==> config.mk <==
export PLATFORM = sky130hd
export DESIGN_NAME = fifo_burst_reader_flat
export DESIGN_NICKNAME = d
export VERILOG_FILES = /design/src/rtl/fifo_pkg.sv /design/src/rtl/fifo_burst_reader_if.sv /design/src/rtl/fifo_burst_reader_skid_buf2.sv /design/src/rtl/fifo_burst_reader.sv /design/src/flat_wrapper.sv
export SDC_FILE = /design/constraint.sdc
export NUM_CORES = 1
export LEC_CHECK = 0
export ABC_CLOCK_PERIOD_IN_PS = 4090
export CORE_MARGIN = 5
export CORE_UTILIZATION = 52
export DETAILED_ROUTE_END_ITERATION = 12
export GPL_TIMING_DRIVEN = 0
export PLACE_DENSITY_LB_ADDON = 0.3
export SLEW_MARGIN = 40
export SYNTH_ARGS = -nofsm -noshare
export SYNTH_HDL_FRONTEND = slang
export SYNTH_SLANG_ARGS = --single-unit
==> constraint.sdc <==
create_clock -name Clk -period 4.09 [get_ports Clk]
set_input_delay 0.818 -clock Clk [delete_from_list [all_inputs] [get_ports Clk]]
set_output_delay 0.818 -clock Clk [all_outputs]
set_load 0.02 [all_outputs]
==> src/rtl/fifo_pkg.sv <==
// Shared defaults and state encoding for the FIFO burst reader.
package fifo_pkg;
  localparam int FWIDTH_DEF = 32;
  localparam int CNTW_DEF   = 16;

  typedef enum logic [1:0] {
    IDLE  = 2'd0,
    RUN   = 2'd1,
    DRAIN = 2'd2
  } rdState_t;
endpackage

==> src/rtl/fifo_burst_reader_if.sv <==
// Downstream valid/ready word stream leaving the burst reader.
interface fifo_burst_reader_if
  import fifo_pkg::*;
  #(parameter int FWIDTH = FWIDTH_DEF);
  logic [FWIDTH-1:0] Out_Data;
  logic              Out_Valid;
  logic              Out_Ready;

  modport master (output Out_Data, output Out_Valid, input Out_Ready);
  modport slave  (input Out_Data, input Out_Valid, output Out_Ready);
endinterface

==> src/rtl/fifo_burst_reader_skid_buf2.sv <==
// Two-entry registered valid/ready buffer; slot 0 is always the head word.
module skid_buf2 #(
  parameter int FWIDTH = 32
) (
  input  logic              Clk,
  input  logic              Rst,
  input  logic              flush,
  input  logic              push,
  input  logic [FWIDTH-1:0] pushData,
  input  logic              popReady,
  output logic [1:0]        count,
  output logic [FWIDTH-1:0] headData,
  output logic              headValid
);
  logic [FWIDTH-1:0] slotReg [2];
  logic [1:0]        countReg;
  logic              pop;

  assign headValid = (countReg != 2'd0);
  assign pop       = headValid && popReady;
  assign count     = countReg;
  assign headData  = slotReg[0];

  always_ff @(posedge Clk or posedge Rst) begin
    if (Rst) begin
      countReg   <= 2'd0;
      slotReg[0] <= '0;
      slotReg[1] <= '0;
    end else if (flush) begin
      countReg <= 2'd0;
    end else begin
      countReg <= countReg + {1'b0, push} - {1'b0, pop};
      if (pop && countReg == 2'd2)
        slotReg[0] <= slotReg[1];
      // An incoming word lands in the head slot only if the head is free after this edge
      if (push) begin
        if (countReg == 2'd0 || (countReg == 2'd1 && pop))
          slotReg[0] <= pushData;
        else
          slotReg[1] <= pushData;
      end
    end
  end
endmodule

==> src/rtl/fifo_burst_reader.sv <==
// Read-side burst controller: pops the FIFO on FOutN and forwards words on a registered stream.
module fifo_burst_reader
  import fifo_pkg::*;
#(
  parameter int FWIDTH = FWIDTH_DEF,
  parameter int CNTW   = CNTW_DEF
) (
  input  logic                      Clk,
  input  logic                      Rst,
  input  logic                      Start,
  input  logic                      Abort,
  input  logic [CNTW-1:0]           BurstLen,
  input  logic [FWIDTH-1:0]         F_Data,
  input  logic                      F_EmptyN,
  output logic                      FOutN,
  fifo_burst_reader_if.master       outIf,
  output logic                      Busy,
  output logic                      Done,
  output logic [CNTW-1:0]           WordCnt
);
  rdState_t          stateReg;
  logic [CNTW-1:0]   remainingReg;
  logic [CNTW-1:0]   wordCntReg;
  logic              contModeReg;
  logic              doneReg;
  logic [1:0]        bufCount;
  logic              bufValid;
  logic [FWIDTH-1:0] bufData;
  logic              popFifo;
  logic              handshake;

  // Pop decision deliberately ignores Out_Ready; the skid buffer absorbs the stall
  assign popFifo = (stateReg == RUN) && !Abort && F_EmptyN && (bufCount < 2'd2) &&
                   ((remainingReg != '0) || contModeReg);
  assign FOutN     = !popFifo;
  assign handshake = bufValid && outIf.Out_Ready;

  skid_buf2 #(.FWIDTH(FWIDTH)) uSkid (
    .Clk      (Clk),
    .Rst      (Rst),
    .flush    (Abort),
    .push     (popFifo),
    .pushData (F_Data),
    .popReady (outIf.Out_Ready),
    .count    (bufCount),
    .headData (bufData),
    .headValid(bufValid)
  );

  assign outIf.Out_Data  = bufData;
  assign outIf.Out_Valid = bufValid;
  assign Busy            = (stateReg != IDLE);
  assign Done            = doneReg;
  assign WordCnt         = wordCntReg;

  always_ff @(posedge Clk or posedge Rst) begin
    if (Rst) begin
      stateReg     <= IDLE;
      remainingReg <= '0;
      wordCntReg   <= '0;
      contModeReg  <= 1'b0;
      doneReg      <= 1'b0;
    end else begin
      doneReg <= 1'b0;
      if (Abort) begin
        stateReg <= IDLE;
      end else begin
        if (handshake)
          wordCntReg <= wordCntReg + 1'b1;
        case (stateReg)
          IDLE: begin
            if (Start) begin
              remainingReg <= BurstLen;
              contModeReg  <= (BurstLen == '0);
              wordCntReg   <= '0;
              stateReg     <= RUN;
            end
          end
          RUN: begin
            if (popFifo && !contModeReg)
              remainingReg <= remainingReg - 1'b1;
            if (!contModeReg && ((remainingReg == '0) ||
                                 (popFifo && remainingReg == CNTW'(1))))
              stateReg <= DRAIN;
          end
          DRAIN: begin
            if (bufCount == 2'd0) begin
              doneReg  <= 1'b1;
              stateReg <= IDLE;
            end
          end
          default: stateReg <= IDLE;
        endcase
      end
    end
  end
endmodule

==> src/flat_wrapper.sv <==
// flat-port wrapper written by rule: the top's interface ports become plain ports
module fifo_burst_reader_flat import fifo_pkg::*;
#(
  parameter int FWIDTH = FWIDTH_DEF,
  parameter int CNTW   = CNTW_DEF
)
  (Clk, Rst, Start, Abort, BurstLen, F_Data, F_EmptyN, FOutN, Busy, Done, WordCnt, outIf_Out_Data, outIf_Out_Valid, outIf_Out_Ready);
  fifo_burst_reader_if #(.FWIDTH(FWIDTH)) outIf_i ();
  input  logic Clk;
  input  logic Rst;
  input  logic Start;
  input  logic Abort;
  input  logic [CNTW-1:0] BurstLen;
  input  logic [FWIDTH-1:0] F_Data;
  input  logic F_EmptyN;
  output logic FOutN;
  output logic Busy;
  output logic Done;
  output logic [CNTW-1:0] WordCnt;
  output wire logic [$bits(outIf_i.Out_Data)-1:0] outIf_Out_Data;
  output wire logic [$bits(outIf_i.Out_Valid)-1:0] outIf_Out_Valid;
  input wire logic [$bits(outIf_i.Out_Ready)-1:0] outIf_Out_Ready;
  assign outIf_Out_Data = outIf_i.Out_Data;
  assign outIf_Out_Valid = outIf_i.Out_Valid;
  assign outIf_i.Out_Ready = outIf_Out_Ready;
  fifo_burst_reader #(.FWIDTH(FWIDTH), .CNTW(CNTW)) u_core (.Clk(Clk), .Rst(Rst), .Start(Start), .Abort(Abort), .BurstLen(BurstLen), .F_Data(F_Data), .F_EmptyN(F_EmptyN), .FOutN(FOutN), .outIf(outIf_i), .Busy(Busy), .Done(Done), .WordCnt(WordCnt));
endmodule
**After elaboration in Yosys (flattened, before gate mapping)**

Index checks and enable logic that the tools add are counted.

- $add $sub $neg: 4
- Order comparisons: 1
- Equality and inequality tests: 10
- Muxes and demuxes: 19
- Bitwise operators: 2
- Reductions and logical operators: 28

Operators with widths:

| kind | count |
|---|---|
| 32-bit 2-to-1 mux | 3 |
| 16-bit 2-to-1 mux | 5 |
| 64-bit 2-to-1 mux | 1 |
| 16-bit zero test | 2 |
| 16-bit case mux with 2 select lines | 1 |
| 16-bit by 1-bit adder with 16-bit output (second input constant) | 1 |
| 16-bit by 1-bit == test with 1-bit output (second input constant) | 1 |
| 16-bit nonzero test | 1 |
| 16-bit by 1-bit subtractor with 16-bit output (second input constant) | 1 |
| 1-bit logical AND | 10 |
| 2-bit 2-to-1 mux | 5 |
| 3-bit AND reduction | 3 |
| 3-bit != test (second input constant) | 2 |
| 2-bit case mux with 3 select lines | 1 |
| 2-bit nonzero test | 3 |
| 2-bit by 1-bit == test with 1-bit output (second input constant) | 2 |
| 2-bit == test (second input constant) | 2 |
| 2-bit zero test | 2 |
| 2-bit != test (second input constant) | 2 |
| 4-bit AND reduction | 1 |
| 1-bit zero test | 3 |
| 1-bit logical OR | 3 |
| 1-bit 2-to-1 mux | 3 |
| 3-bit by 2-bit != test with 1-bit output (second input constant) | 1 |
| 4 further kinds | 5 |

- Register bits after elaboration: 102
- Bits of input ports: 54
- Output and inout port bits: 52
- Logic and storage cells: 72

**Logic depth before layout (Yosys ltp)**

- Word-level depth: 11
- Depth in mapped cells: 12
- Mapped depth without buffers: 11

**By module**

From an unflattened synthesis, not the netlist that was laid out.

- Cells, all modules: 464
- Area, all modules: 5293.8 µm²

Modules (own cells, without submodules):

| module | instances | cells an instance | area each (µm²) | sequential area each (µm²) |
|---|---|---|---|---|
| skid_buf2 | 1 | 225 | 3151.8 | 1651.6 |
| fifo_burst_reader | 1 | 239 | 2142.1 | 900.9 |

**Worst setup path after synthesis**

OpenSTA, ideal clock, no wires.

- Kind: input to register
- From: in Abort
- To: reg u_core.uSkid.countReg[0] (netlist: u_core.uSkid.count[0])
- Setup time: 0.133 ns
- Data arrival time: 2.491 ns
- Required time: 3.957 ns
- Setup slack: 1.466 ns
- Stages on the path: 7
- Path buffers: 0
- Cell sequence: or3b_1 nor3b_1 nand2_1 ha_1 inv_1 ha_1 nor2b_1

- Longest elaborated chain between the ends: 8

RTL lines:

| element | line | source |
|---|---|---|
| start, declared | flat_wrapper.sv:12 | `input logic Abort;` |
| 1-bit zero test | fifo_burst_reader.sv:33 | `assign popFifo = (stateReg == RUN) && !Abort && F_EmptyN && (bufCount < 2'd2) &&` |
| 1-bit logical AND (4 in series) | fifo_burst_reader.sv:33 |  |
| 2-bit by 1-bit adder with 2-bit output | fifo_burst_reader_skid_buf2.sv:32 | `countReg <= countReg + {1'b0, push} - {1'b0, pop};` |
| 2-bit by 1-bit subtractor with 2-bit output | fifo_burst_reader_skid_buf2.sv:32 |  |
| 2-bit 2-to-1 mux (*) | fifo_burst_reader_skid_buf2.sv:29 | `end else if (flush) begin` |
| end signal, assigned | fifo_burst_reader_skid_buf2.sv:32 |  |
| end, declared | fifo_burst_reader_skid_buf2.sv:16 | `logic [1:0] countReg;` |

Mark *: on every way between the ends. The rest lies on a longest branch, timed or not.
A chain may end at the register's enable or synchronous reset.

**Worst setup path in the final report**

- From: reg u_core.remainingReg[12]
- To: out FOutN

- Longest elaborated chain between the ends: 4

RTL lines:

| element | line | source |
|---|---|---|
| start, declared | fifo_burst_reader.sv:22 | `logic [CNTW-1:0] remainingReg;` |
| start signal, assigned | fifo_burst_reader.sv:73 | `remainingReg <= BurstLen;` |
| start signal, assigned | fifo_burst_reader.sv:81 | `remainingReg <= remainingReg - 1'b1;` |
| 16-bit nonzero test | fifo_burst_reader.sv:34 | `((remainingReg != '0) \|\| contModeReg);` |
| 1-bit logical OR | fifo_burst_reader.sv:34 |  |
| 1-bit logical AND | fifo_burst_reader.sv:33 |  |
| 1-bit zero test | fifo_burst_reader.sv:35 | `assign FOutN = !popFifo;` |
| end, declared | flat_wrapper.sv:16 | `output logic FOutN;` |

Every way passes these cells.

==> implementation parameters <==
Parameter                              Value

Synthesis
  Number of synthesized flops with an enable pin    0
  Post-synthesis share of cell area spent on full adders, half adders and majority gates    ~1.5%
  Dominant combinational cell family by area after synthesis    simple AND/OR/NAND/NOR gates
  Synth Area in Simple Gates    17.1%
  Count of synthesis-stage warnings from yosys    0
  Count of state elements after synthesis    102
  Sequential share of the synthesized area    about half
  Complex-gate fraction of the synthesized area    about an eighth
  Async SR Flop Fraction    100%
  Biggest area contributors in the synthesized netlist    sky130_fd_sc_hd__dfrtp_1 (50%), sky130_fd_sc_hd__mux2_2 (6.8%), sky130_fd_sc_hd__a221o_1 (6.3%)
  Cell type with the highest aggregate area in the netlist    sky130_fd_sc_hd__dfrtp_1
  Cell count after synthesis    around 470
  Unique masters post-synth    between 40 and 50
  Post-synthesis xor/xnor area fraction    between 2 and 3%
  Net count after synthesis    532
  Synthesized cell area    around 5100 sq um
  Mean instance size in the synthesized netlist    ~11 sq um
  Mux cell area share after synthesis    7.45%
  Share of Yosys cell area claimed by the top area cell type    approximately half
  Top FF cell, synth    sky130_fd_sc_hd__dfrtp_1

Critical path
  Most repeated library cell on the critical path    sky130_fd_sc_hd__nand2_1
  Cell family contributing the most delay on the critical path    simple AND/OR/NAND/NOR gates
  Req. time, crit path    about 3.3 ns
  Max FO, Critical Path    10
  Crit path capture type    output port
  Delay of the slowest cell on the worst path    between 0.6 and 0.7 ns
  Arrival time at the worst endpoint    slightly below 3 ns
  Count of buffer and inverter cells on the critical path    2
  Setup Crit Path Kind    reg2out
  Cell-by-cell listing of the critical path    or4_4, nor3b_2, nand2_1, clkbuf_1, nand2_1, clkdlybuf4s50_1
  Cell with the biggest individual delay on the critical path    sky130_fd_sc_hd__clkdlybuf4s50_1
  Startpoint types    register

Timing
  Final hold viol count    0
  Accumulated negative setup slack    0 ns
  Setup repair after global routing missed its margin    false
  Clock skew after layout    ~0.015 ns
  Maximum frequency from static timing analysis    about 260 MHz
  Part of the cycle the worst path needs    slightly above 90%
  Actual slew at the worst max-slew pin    between 0.7 and 0.8 ns
  Final max-slew violation count    0
  Count of final setup violators    0
  Final setup margin    roughly 0.3 ns
  Relative slew slack    between 40% and 50%
  Final critical delay including setup and external delays    ~3.8 ns

Power and ir drop
  Worst IR drop on VDD    roughly 0.00025 V
  Clk network pwr share    15.9%
  NetSw    between 0.001 and 0.0015 W
  LEAKAGE    about 3 nW
  Final Total Pwr    approximately 0.0037 W
  PD cells    567 nW/um^2
  Sw Share    33.4%
  Sequential Power Share    43.7%
  Cell-internal power    0.00247 W
  Combinational share of power    40.4%

Clocking
  Maximum clock insertion buffer count    2
  H-tree Lvls    3
  Source-to-sink clock delay at the later pin of the worst-skew pair    about 0.36 ns
  Clock transition at the registers of the reported paths    roughly 0.10 ns
  Cell chosen for the clock root    sky130_fd_sc_hd__clkbuf_8
  CTS tree    done
  Clock sink count    approximately 100
  CTS buffer count    9
  Count of hold buffers inserted by post-cts repair    0
  Cells resized by post-CTS repair    0
  Post-CTS setup buffers    0

Placed design
  Setup slack after placement    0.418 ns
  Placed insts    around 700
  Weighted congestion at the end of routability-driven global placement    0.837
  Area after DPL    about 6400 sq um
  Post-DP HPWL    8840 microns
  Port Buffer Count    ~110

Routing
  Average detailed-routed wire length per instance    between 15 and 20 microns
  Drt first pass iters    5
  First-iteration detailed-routing DRC count    ~260
  Remaining antenna violation count    0
  DR vias    roughly 4000
  Post-route DRC    0
  Via/cell ratio    between 5 and 6
  Final Routed Wirelength    12300 microns

Finish
  Fraction of layout cells with a size suffix above 1    between 10% and 20%
  Count of filler cells inserted in the layout    760
  Commonest cells after routing, fill and taps aside    sky130_fd_sc_hd__clkdlybuf4s50_1 (105), sky130_fd_sc_hd__dfrtp_1 (102), sky130_fd_sc_hd__and3_1 (35), sky130_fd_sc_hd__buf_4 (35), sky130_fd_sc_hd__a221o_1 (32)
  Antenna cells    0
  Net count of the finished layout    649
  Final non-filler cell total    about 730
  Cell area after layout    between 6000 and 7000 sq um
  Synth-to-layout area growth    28.1%
  Most common cell after layout, fill and taps aside    sky130_fd_sc_hd__clkdlybuf4s50_1

Die
  Area of the core    around 9700 sq um
  Initial standard-cell utilization of the core    between 50% and 60%
  DIE AREA    about 12000 sq um
  Die boundary width    around 110 microns
  Vert. Die Dim    around 110 microns
  Floorplan row count    36
  Boundary pin count    approximately 110

Global routing
  Number of antenna violations at the first check in global routing    0
  Largest net degree at the start of global routing    71
  Overall Global Routing Usage    between 20 and 25%
  Global-route wire length before repair    just over 20000 microns
  Number of global-route vias before repair    4119
  Aggregate global routing overflow    0

Flow run
  Number of max-capacitance violations reported    0

Status
  Status    finished clean

Min path
  Kind of path behind the tightest hold check    reg2reg
## stage by stage
| step | utilization, % | hold slack (ns) |
|---|---|---|
| 2_1_floorplan | - | 0.465 |
| 3_3_place_gp | 65.3 | 0.474 |
| 3_5_place_dp | 65.6 | 0.492 |
| 4_1_cts | 67.4 | 0.506 |
| 5_1_grt | 67.5 | 0.532 |
| 6_report | 67.5 | 0.503 |
## per-layer routing
layer / up-vias / part of all wire (%) / track usage, % / wire length [microns]
li1: 1931 / - / - / -
met1: 2033 / 45 / 30.2 / 5500
met2: 131 / 48 / 34.1 / 5910
met3: 18 / 5.8 / 4.44 / 707
met4: 0 / 1.4 / 6.22 / 170
met5: - / 0 / 0 / 0
## sequential cells by signal, summed over array words and instances (netlist names)
name                   cells
u_core.Done                1
u_core.WordCnt            16
u_core.contModeReg         1
u_core.remainingReg       16
u_core.stateReg            2
u_core.uSkid.count         2
u_core.uSkid.headData     32
u_core.uSkid.slotReg      32
## power by group through the flow
stage / Clock (W) / Combinational, W / Sequential [W]
after floorplan: 0 / 0.00100 / 0.00156
after global placement: 0 / 0.00147 / 0.00161
after detailed placement: 0 / 0.00152 / 0.00163
after CTS: 0.000609 / 0.00152 / 0.00161
after global routing: 0.000656 / 0.00162 / 0.00167
final: 0.000590 / 0.00150 / 0.00162
## kinds of logic (layout without fill, tap and decap cells)
family          after synthesis  count (layout)
fa+ha+maj                     6               6
xor+xnor                     17              17
compound gates               90              90
simple gates                155             155
flops                       102             102
mux                          34              34
buf+inv                      68             190
## Yosys cell counts (2+ instances only)
cell / instances
sky130_fd_sc_hd__dfrtp_1: 102
sky130_fd_sc_hd__and3_1: 35
sky130_fd_sc_hd__buf_4: 35
sky130_fd_sc_hd__a221o_1: 32
sky130_fd_sc_hd__mux2_2: 31
sky130_fd_sc_hd__a21oi_1: 30
sky130_fd_sc_hd__nand2_1: 28
sky130_fd_sc_hd__nor2_1: 26
sky130_fd_sc_hd__clkbuf_1: 18
sky130_fd_sc_hd__xor2_1: 14
sky130_fd_sc_hd__o21ai_0: 11
sky130_fd_sc_hd__nand3_1: 10
sky130_fd_sc_hd__inv_1: 8
sky130_fd_sc_hd__nand4_1: 8
sky130_fd_sc_hd__nor3_1: 8
sky130_fd_sc_hd__nor4_1: 7
sky130_fd_sc_hd__o22ai_1: 7
sky130_fd_sc_hd__ha_1: 6
sky130_fd_sc_hd__nand2b_1: 6
sky130_fd_sc_hd__nor2b_1: 4
sky130_fd_sc_hd__a31oi_1: 3
sky130_fd_sc_hd__buf_6: 3
sky130_fd_sc_hd__nor3b_1: 3
sky130_fd_sc_hd__or2_2: 3
sky130_fd_sc_hd__or4_1: 3
sky130_fd_sc_hd__xnor2_1: 3
sky130_fd_sc_hd__buf_1: 2
sky130_fd_sc_hd__buf_2: 2
sky130_fd_sc_hd__mux2i_1: 2
sky130_fd_sc_hd__nand3b_1: 2
sky130_fd_sc_hd__or3_1: 2
## worst reg2reg max path, stage by stage, from the launching register on
cell and delay [ns]:
sky130_fd_sc_hd__dfrtp_1 0.44, sky130_fd_sc_hd__or4_4 0.58, sky130_fd_sc_hd__nor3b_2 0.23, sky130_fd_sc_hd__nand2_1 0.24
sky130_fd_sc_hd__clkbuf_1 0.31, sky130_fd_sc_hd__nand2_1 0.18, sky130_fd_sc_hd__ha_1 0.24, sky130_fd_sc_hd__inv_1 0.06
sky130_fd_sc_hd__ha_1 0.21, sky130_fd_sc_hd__nor2b_1 0.12
## worst paths after layout
kind                            cells past startpoint                         to                     start  slack (ns)
worst max register to register                      9      u_core.uSkid.count[0]   u_core.remainingReg[12]        1.35
worst max-delay path                                6                      FOutN   u_core.remainingReg[12]        0.31
worst min register to register                      1  u_core.uSkid.headData[27]  u_core.uSkid.slotReg[27]        0.50
max in group asynchronous                           3   u_core.uSkid.slotReg[21]                       Rst        2.66
min in group asynchronous                           2         u_core.stateReg[1]                       Rst        0.82
worst min-delay path                                1  u_core.uSkid.headData[27]  u_core.uSkid.slotReg[27]        0.50
## cell type report
type	count	area [sq um]	area share, %
timing repair buffer	106	1080	16.5
sequential	102	2550	39.0
buffer	60	382	5.83
clock inverter	5	42.5	0.650
clock buffer	11	131	2.01
inverter	8	37.5	0.574
tap	133	166	2.54
multi-input combinational	302	2150	32.9
Power figures use the tool's default switching activity.
==> patch 1 (same settings) <==
Change the package constant `CNTW_DEF` from 16 to 8.
--- a/src/rtl/fifo_pkg.sv
+++ b/src/rtl/fifo_pkg.sv
@@ -2,5 +2,5 @@
 package fifo_pkg;
   localparam int FWIDTH_DEF = 32;
-  localparam int CNTW_DEF   = 16;
+  localparam int CNTW_DEF   = 8;
 
   typedef enum logic [1:0] {
Ports: changed (resized BurstLen and WordCnt); port bits go from 106 to 90. No check against the original RTL was run, so the function may have changed too.
==> patch 1 against the original RTL <==
Area after synthesis decreased by 18%; global-route usage decreased by 2.1 points; sequential cell count decreased by 16; utilization increased by 1.9 points; cell area decreased by 17%; routed wire length decreased by 24%; die area decreased by 16%; worst setup slack improved by 0.61 ns; total power decreased by 12%; critical path type is now in2out.
==> patch 1: results (changes against the original RTL) <==
outcome completed; CTS root buffer clkbuf_8; list of most frequent post-synthesis cells dfrtp_1 (86), a221o_1 (32), and2_1 (32), buf_4 (32), mux2_2 (32); switch share 34.3% (+0.81 points); storage element area 0.00215 mm² (-16%); n_diodes 0 (unchanged); met2 Track Usage GR 30.9% (-3.2 points); first-pass iteration count of the detailed router 4 (-1); final RePlAce weighted congestion 0.855 (+2.2%); max incr delay on CP 0.57 ns (-0.06 ns); WL met2 4.44 mm (-25%); DP HPWL 6.67 mm (-25%); Post-CTS Resized 0 (unchanged); CTS Buf Count 9 (unchanged); met1 Track Usage GR 26.9% (-3.3 points); Comb pwr share 41.2% (+0.8 points); largest net degree at the start of global routing 46 (-35%); Max stage delay cell, worst path clkdlybuf4s50_1; # H-tree levels 3 (unchanged); placed insts 551 (-23%); total number of vias 3111 (-24%); Worst-Skew Late Latency 0.36 ns (about the same); first-pass GRT wire length 15.6 mm (-24%); Final Non-Filler Cells 567 (-22%); sequential cell area fraction in the yosys report 51.3% (+1.3 points); synth warn 0 (unchanged); Detailed Route Iter0 Violations 173 (-34%); Synth area leaders dfrtp_1 (51%), mux2_2 (8.6%), a221o_1 (7.6%); skew final 0.0168 ns (+0.00156 ns); Mapped Avg Cell Area 11.7 µm² (+7.8%); Final Max Tran Viols 0 (unchanged); total nets after synthesis 412 (-23%); CTS max path bufs 2 (unchanged); layout cells sized above 1 22.4% (+5.4 points); Slew @ Worst Pin 0.581 ns (-0.208 ns); Final nets 512 (-21%); family with the most delay on the worst path buffers and inverters; static leakage power 2.46 nW (-16%); worst vdd ir 293 µV (+17%); Worst-path clk slew 0.08 ns (-0.02 ns); antenna violations before repair 0 (unchanged); post-synthesis cell type count 45 (-8.2%); Met1 Wirelength 4.14 mm (-25%); GR Util met3 3.82% (-0.62 points); PortBufs 88 (-16%); wire length on met3 592 µm (-16%); Post-Route WL 9.33 mm (-24%); Layout fillers 568 (-25%); Tot GR Track Use 19.5% (-2.1 points); Worst Path Max Fanout 4 (-6); top_reg_cell synth dfrtp_1; Top Layer Used met4; Placed Area 0.00524 mm² (-18%); CP arrival 2.35 ns (-0.61 ns); Sequential Power Share 41.4% (-2.3 points); vias in the first global route 3179 (-23%)
==> patch 1: changes by cell type after synthesis, sizes merged, moves of 6 or more <==
cell,delta
nand2,-13
clkbuf,-12
nor2,-12
a21oi,-22
and3,-33
o22ai,-6
xor2,-13
and2,+32
dfrtp,-16
o21ai,-8
nand4,-7
==> patch 1: logic make-up after synthesis <==
| group | synth area share (%) |
|---|---|
| AND/OR/NAND/NOR | 14.9 |
| flip-flops | 51.3 |
| buffers and inverters | 9.45 |
| AO/OA/AOI/OAI | 12.1 |
| multiplexers | 8.82 |
| XOR/XNOR | 1.67 |
| adder cells (fa/ha/maj) | 1.79 |
==> patch 1: worst paths after layout <==
check | start | to | slack, ns | cells past startpoint
worst max-delay path | F_EmptyN | FOutN | 0.92 | 5
worst min-delay path | u_core.uSkid.slotReg[29] | u_core.uSkid.slotReg[29] | 0.51 | 1
worst max register to register | u_core.remainingReg[4] | u_core.uSkid.headData[2] | 2.04 | 5
worst min register to register | u_core.uSkid.slotReg[29] | u_core.uSkid.slotReg[29] | 0.51 | 1
max in group asynchronous | Rst | u_core.uSkid.headData[15] | 2.70 | 3
min in group asynchronous | Rst | u_core.uSkid.headData[30] | 0.84 | 2
==> patch 1: per-stage QoR <==
step                worst slack, ns  power (W)
global route                  0.842    0.00347
CTS                           0.906    0.00331
detailed placement            0.917    0.00273
floorplan                      1.05    0.00221
finish                        0.921    0.00327
global placement             -0.279    0.00266
==> patch 1: layout make-up <==
cell class                      count  area share (%)
Clock inverter                      7            1.13
Multi-Input combinational cell    213            30.4
Clock buffer                        9            2.28
Timing Repair Buffer               89            16.7
Inverter                           10           0.784
Buffer                             51            6.62
Sequential cell                    86            39.7
Tap cell                          102            2.35
==> patch 2 (same flow settings) <==
Made on the original files. Register the output `WordCnt` once more, cleared by the reset; this adds one clock of latency there. The other outputs are not delayed to match.
--- a/src/rtl/fifo_burst_reader.sv
+++ b/src/rtl/fifo_burst_reader.sv
@@ -52,5 +52,11 @@
   assign Busy            = (stateReg != IDLE);
   assign Done            = doneReg;
-  assign WordCnt         = wordCntReg;
+  always_ff @(posedge Clk or posedge Rst) begin
+    if (Rst) begin
+      WordCnt <= '0;
+    end else begin
+      WordCnt <= wordCntReg;
+    end
+  end
 
   always_ff @(posedge Clk or posedge Rst) begin
Behaviour: not the same (a bounded check fails within 4 cycles, from zero or initial values and one cycle with Rst high).
==> patch 2 against the original RTL <==
Worst setup slack gained 0.37 ns; total power grew 32%; cell area grew 13%; utilization grew 3.9 points; routed wire length grew 5.0%; sequential cell count grew 16; area after synthesis grew 7.9%; clock power grew to 2.6 times the old value; sequential power grew 9%; maximum frequency grew 11%; critical path type unchanged.
==> patch 2: results (changes against the original RTL) <==
PortBufs 104 (-0.95%); Detailed Route Iter0 Violations 238 (-8.8%); first-pass GRT wire length 21.9 mm (+7.2%); # H-tree levels 4 (+1); skew final 0.00785 ns (-0.00738 ns); CTS Buf Count 17 (+8); max incr delay on CP 0.68 ns (+0.05 ns); Layout fillers 722 (-5.0%); Power Total 0.00490 W (+32%); total nets after synthesis 537 (+0.94%); Tot GR Track Use 21.2% (-0.42 points); CP arrival 2.59 ns (-0.37 ns); Post-Route WL 12.9 mm (+5.0%); outcome completed; Place WS 0.873 ns (+0.455 ns); static leakage power 3.23 nW (+9.6%); sequential cell area fraction in the yosys report 53.6% (+3.6 points); Post-CTS Resized 0 (unchanged); vias in the first global route 4356 (+5.8%); Worst Setup SP u_core.remainingReg[4]; Mapped Avg Cell Area 11.5 µm² (+6.7%); worst r2r path cells 6 (-3); post-synthesis cell type count 53 (+8.2%); Slew headroom 61.0% (+14 points); layout cells sized above 1 14.2% (-2.8 points); final RePlAce weighted congestion 0.931 (+11%); Placed Area 0.00675 mm² (+6.2%); Worst Path Max Fanout 6 (-4); DP HPWL 8.86 mm (+0.26%); placed insts 718 (+0.98%); Synth area leaders dfrtp_1 (54%), mux2_1 (6.5%), o221a_1 (6.5%); Hold EP u_core.WordCnt[15]; origin of the worst min-delay path u_core.wordCntReg[15]; Final nets 661 (+1.8%); Reg-to-Reg End u_core.uSkid.headData[31]; largest net degree at the start of global routing 74 (+4.2%); Hold WS 0.399 ns (-0.104 ns); Via density 5.58 (-1.4%); Worst-path clk slew 0.06 ns (-0.04 ns); list of most frequent post-synthesis cells dfrtp_1 (118), nor2_1 (43), nand2b_1 (38); worst vdd ir 355 µV (+42%); Worst-Skew Late Latency 0.51 ns (+0.15 ns)
[patch 2: cell types whose count changed in the layout (fill, tap and decap cells not counted), moves of 14 or more]
| cell | delta |
|---|---|
| o221a_1 | +32 |
| nand2b_1 | +32 |
| and3_1 | -32 |
| dfrtp_1 | +16 |
| mux2_2 | -31 |
| mux2_1 | +31 |
| o21ai_1 | +19 |
| nor2_1 | +17 |
| clkbuf_16 | +16 |
| nand2_1 | -18 |
| a221o_1 | -32 |
| a21oi_1 | -14 |
[patch 2: power by group]
| part | switching, W | internal, W |
|---|---|---|
| logic | 0.000696 | 0.000887 |
| clock network | 0.000548 | 0.00101 |
| registers | 0.000246 | 0.00151 |
| total | 0.00149 | 0.00341 |
[patch 2: logic make-up (layout without fill, tap and decap cells)]
logic type      after synthesis  in the layout  synth area share (%)
simple gates                145            145                  15.0
flops                       118            118                  53.6
xor+xnor                     16             16                  2.54
fa+ha+maj                     6              6                  1.36
mux                          33             33                  6.73
buf+inv                      63            200                  7.07
compound gates               96             96                  13.7
[patch 2: worst max-delay path: cells and delay by family (launching register included)]
family | cells | cell delay, ns
AO/OA/AOI/OAI | 1 | 0.38
buffers and inverters | 1 | 0.68
AND/OR/NAND/NOR | 2 | 0.57
flip-flops | 1 | 0.45
[patch 2: layer usage]
layer | up-vias | global-route usage [%] | part of all wire, %
met5 | - | 0 | 0
met2 | 154 | 35.9 | 50
met1 | 2082 | 27.2 | 42
li1 | 1935 | - | -
met3 | 13 | 5.56 | 6.0
met4 | 0 | 5.21 | 1.1
[patch 2: area by class of cell]
type	instances	area share (%)
clock buffer	18	5.80
inverter	7	0.458
multi-input combinational	296	29.3
tap	136	2.31
timing repair buffer	105	14.5
sequential	118	40.0
clock inverter	14	2.70
buffer	56	4.92
